**src/rtl/shared_cache_miss_controller.sv**
```systemverilog
// rtl/shared_cache_miss_controller.sv - shared data cache load-miss refill engine
// Optional build macro: MISS_CTRL_CRITICAL_WORD_FIRST_EN (start the refill at the missing word).
`timescale 1ns/1ps
module shared_cache_miss_controller #(
    parameter int LINE_WORDS = 4,
    parameter int ADDR_W     = 64,
    parameter int DATA_W     = 64
) (
    input  logic              clk,
    input  logic              reset,
    input  logic              miss,
    input  logic              is_store,
    input  logic [ADDR_W-1:0] miss_address,
    output logic              stall,
    output logic              mem_req,
    output logic [ADDR_W-1:0] mem_addr,
    input  logic              mem_ack,
    input  logic [DATA_W-1:0] mem_rdata,
    output logic              fill_we,
    output logic [ADDR_W-1:0] fill_addr,
    output logic [DATA_W-1:0] fill_data,
    output logic              fill_done
);
    localparam int OFS   = $clog2(LINE_WORDS * 8);
    localparam int IDX_W = $clog2(LINE_WORDS);

    typedef enum logic [1:0] {IDLE, REQ, DONE} state_t;

    state_t                state;
    logic [ADDR_W-OFS-1:0] baseHi;
    logic [IDX_W-1:0]      idx;
    logic [IDX_W-1:0]      beatCnt;
    logic [IDX_W-1:0]      startIdx;
    logic                  missLoad;
    logic                  beat;
    logic                  unusedAddrBits;

`ifdef MISS_CTRL_CRITICAL_WORD_FIRST_EN
    assign startIdx       = miss_address[OFS-1:3];
    assign unusedAddrBits = ^miss_address[2:0];
`else
    assign startIdx       = '0;
    assign unusedAddrBits = ^miss_address[OFS-1:0];
`endif

    // Store misses never allocate (write-through, no-write-allocate).
    assign missLoad = miss & ~is_store;
    assign stall    = (state == IDLE) ? missLoad : 1'b1;
    assign beat     = (state == REQ) && mem_ack;
    // Base has its offset bits cleared, so the beat address is a plain concatenation.
    assign mem_addr = {baseHi, idx, 3'b000};

    always_ff @(posedge clk) begin
        if (reset) begin
            state     <= IDLE;
            baseHi    <= '0;
            idx       <= '0;
            beatCnt   <= '0;
            mem_req   <= 1'b0;
            fill_we   <= 1'b0;
            fill_addr <= '0;
            fill_data <= '0;
            fill_done <= 1'b0;
        end else begin
            fill_we   <= beat;
            fill_done <= 1'b0;
            if (beat) begin
                fill_addr <= mem_addr;
                fill_data <= mem_rdata;
            end
            case (state)
                IDLE: begin
                    if (missLoad) begin
                        baseHi  <= miss_address[ADDR_W-1:OFS];
                        idx     <= startIdx;
                        beatCnt <= '0;
                        mem_req <= 1'b1;
                        state   <= REQ;
                    end
                end
                REQ: begin
                    if (mem_ack) begin
                        idx     <= idx + 1'b1;
                        beatCnt <= beatCnt + 1'b1;
                        if (beatCnt == IDX_W'(LINE_WORDS - 1)) begin
                            mem_req   <= 1'b0;
                            fill_done <= 1'b1;
                            state     <= DONE;
                        end
                    end
                end
                DONE:    state <= IDLE;
                default: state <= IDLE;
            endcase
        end
    end
endmodule

```
**config.mk**
```make
export PLATFORM = sky130hd
export DESIGN_NAME = shared_cache_miss_controller
export DESIGN_NICKNAME = d
export VERILOG_FILES = /design/src/rtl/shared_cache_miss_controller.sv
export SDC_FILE = /design/constraint.sdc
export NUM_CORES = 1
export LEC_CHECK = 0
export CORE_ASPECT_RATIO = 2
export CORE_MARGIN = 1.5
export CORE_UTILIZATION = 40
export DETAILED_ROUTE_END_ITERATION = 16
export DONT_BUFFER_PORTS = 1
export PLACE_DENSITY = 0.65
export SYNTH_ARGS = -nofsm -noshare
export SYNTH_HDL_FRONTEND = slang
export SYNTH_SLANG_ARGS = --single-unit
```
**constraint.sdc**
```tcl
create_clock -name clk -period 1.55 [get_ports clk]
set_clock_uncertainty 0.2 [all_clocks]
set_input_delay 0.465 -clock clk [delete_from_list [all_inputs] [get_ports clk]]
set_output_delay 0.465 -clock clk [all_outputs]
set_load 0.005 [all_outputs]
```
==> metrics.txt <==
status=finished, violations left; failing checks=hold timing, setup timing; placement row count=66; area share of xor/xnor cells in the synthesized design=0.00130; I/O Buffers=0; sequential share of the synthesized area=0.574; basic-gate share of the synthesized area counting and, or, nand and nor cells=0.224; worst path setup slack after routing=-0.289 ns; ratio of final minimum period to clock period=1.19; Die ar.=roughly 18,000 um2; area fraction of the dominant cell type after synthesis=0.574; critical path launch point type=flip-flop; count of placed standard cells including taps=between 900 and 1,000; ports placed on the boundary=about 330; Peak Freq=544 MHz; most numerous cell in the Yosys netlist=sky130_fd_sc_hd__nand2_1; Horiz. Die Dim=around 95 um; total wire length after detailed routing=24,000 um; vertical die dimension=between 150 and 200 um; Critical Path Sink Type=flip-flop; via count=roughly 6,100; signed area change from the synthesized netlist to the final layout=57.2%; highest cell delay on the worst timing path=0.65 ns; Final Hold Fails=about 130; fraction of final layout cells with drive strength greater than 1=0.491; first-pass GRT wire length=~32,000 um; Clock Sink Count=193; maximum number of pins on one net before global-route repair=slightly below 200; fin. max-slew vios=0; Post-Route Setup TNS=-34.94 ns; total iterations of the first detailed-routing run=5; multiplexer fraction of the synthesized cell area=0; slew of the pin with the lowest slew margin=a little under 0.7 ns; ranking of synthesized cells by area=sky130_fd_sc_hd__dfxtp_1 (57%), sky130_fd_sc_hd__nand2_1 (21%), sky130_fd_sc_hd__a21oi_1 (14%), sky130_fd_sc_hd__buf_2 (1.8%), sky130_fd_sc_hd__clkbuf_1 (1.7%); total power divided by cell area=between 1000 and 1500 nW/um2; Total GRT Usage=0.242; Non-Filler Cell Area, Final=around 11,000 um2; Top Family by Delay on Critical Path=simple AND/OR/NAND/NOR gates; count of antenna-violating nets left after detailed routing=0; leakage=3.96 nW; synthesized area per cell=between 7 and 8 um2; Total Nets Final=1,020; kind of critical path=flip-flop to flip-flop; maximum level of the CTS H-tree=4; vias in the first global route=between 5,000 and 6,000; CTS clock-pin slew for the worst setup and hold paths=~0.070 ns; number of register bits inferred by synthesis=between 150 and 200; Async S/R FF share, synth=0; routability congestion estimate from global placement=about 0.81; clock latency on the worst-skew pair=0.43 ns; CP Buf/Inv Count=2; TritonCTS clock tree=built; Hold Crit Class=primary input to flip-flop; fin cells=~1,100; final hold slack=-0.104 ns; ys flop type=sky130_fd_sc_hd__dfxtp_1; number of vias per cell=5.53; leading area contributor after synthesis=sky130_fd_sc_hd__dfxtp_1; diodes inserted=0; CP max-delay cell=sky130_fd_sc_hd__or4b_4; placeable core region=16,400 um2; Synth warnings=0; cells along the critical path=buf_6, or4b_4, buf_12, nand2_1, a21oi_1; # DRC=0; Setup violations, final=202; Total Power=between 10 and 15 mW; largest family of logic cells by synthesized area=simple AND/OR/NAND/NOR gates; Worst Path Arrival=1.92 ns; distinct cell type count after synthesis=27; Adder-Cell Fraction of Synth Area=0.00186; detailed placer's ending HPWL=roughly 12,000 um; fraction of the mapped netlist area in compound gates=0.142; maximum net fanout on the critical path=17; Slew HR=0.540; effective utilization at floorplan=0.411; number of max-capacitance violations reported=0; violation count after the first detailed-routing iteration=210; required time worst endpoint=around 1.6 ns; unrepaired setup endpoints after global routing=yes; count of flip-flops with a built-in enable after synthesis=0; cell types with the highest counts after synthesis=sky130_fd_sc_hd__nand2_1 (368), sky130_fd_sc_hd__dfxtp_1 (193), sky130_fd_sc_hd__a21oi_1 (186); antenna violations before repair=0; global route overflow=0; area of the mapped netlist=~6700 um2; Post-DP Area=6940 um2; post-route minimum period=between 1.5 and 2 ns; TritonCTS buffer count=17; maximum count of clock buffers along a single path=2; CTS Root Buffer Type=sky130_fd_sc_hd__clkbuf_16; count of mapped cells out of synthesis=841; Max VDD drop=0.707 mV; Routed wire per std cell=approximately 22 um
## final timing paths
kind                            slack (ns)  cells past startpoint            end           from
worst min-delay path                 -0.10                      1  fill_addr[57]          reset
worst min register to register        0.27                      2  fill_addr[39]  fill_addr[39]
worst max-delay path                 -0.29                      5     baseHi[31]       state[0]
worst max register to register       -0.29                      5     baseHi[31]       state[0]
## power by group
part / total, mW / switching, mW / internal, mW
Combinational: 1.06 / 0.513 / 0.550
Sequential: 5.30 / 0.197 / 5.10
Clock: 4.25 / 2.09 / 2.16
Total: 10.6 / 2.80 / 7.81
## through the flow
step,util,setup WS [ns]
5_1_grt,0.647,-0.318
2_1_floorplan,-,-0.117
4_1_cts,0.538,-0.307
3_3_place_gp,0.424,-0.105
3_5_place_dp,0.424,-0.114
6_report,0.647,-0.289
## state kept, by name (all words and copies together), names as in the netlist
register,count
fill_data,64
fill_addr,61
baseHi,59
beatCnt,2
idx,2
state,2
fill_done,1
fill_we,1
mem_req,1
## metal layers
layer | GRT usage | up-vias | wire length [um]
met4 | 0.121 | 0 | 1270
met1 | 0.234 | 2889 | 7800
met3 | 0.0721 | 90 | 1780
li1 | - | 2807 | -
met2 | 0.445 | 312 | 13100
met5 | 0 | - | 0
## final cells by class
cell class                      count  area [um2]
Fill cell                        1242        5770
Tap cell                          204         255
Clock buffer                       18         439
Inverter                            1        3.75
Sequential cell                   193        3870
Multi-Input combinational cell    584        4230
Clock inverter                     14         125
Timing Repair Buffer               89        1650
## cells by family (layout without fill, tap and decap cells)
group,count (synthesis),in the layout
other cells,1,6
flops,193,193
buf+inv,70,122
compound gates,189,189
fa+ha+maj,1,1
simple gates,386,387
xor+xnor,1,1
## cells in the final DEF (no fill, tap or decap), drive strengths merged, types with 2 or more instances in the layout
cell type / n
nand4b: 2
inv: 7
and3b: 2
clkbuf: 22
nand2: 368
nor3: 2
dlygate4sd3: 8
clkinvlp: 5
clkinv: 3
nor2: 3
nand3: 3
a21oi: 186
dfxtp: 193
conb: 6
buf: 77
## worst reg2reg max path, delay by kind of cell (launching register included)
kind / cells / cell delay [ns]
AO/OA/AOI/OAI: 1 / 0.07
flip-flops: 1 / 0.35
buffers and inverters: 2 / 0.34
AND/OR/NAND/NOR: 2 / 0.73
## timing repair
item | 4_1_cts | 5_1_grt
gates cloned | 29 | 4
pin swaps | 59 | 216
endpoints found under the hold margin | 192 | 192
gates resized for setup | 51 | 493
buffers inserted | 33 | 13
setup endpoints to repair | 188 | 193
Note: power is estimated with default switching activity, not from simulation.
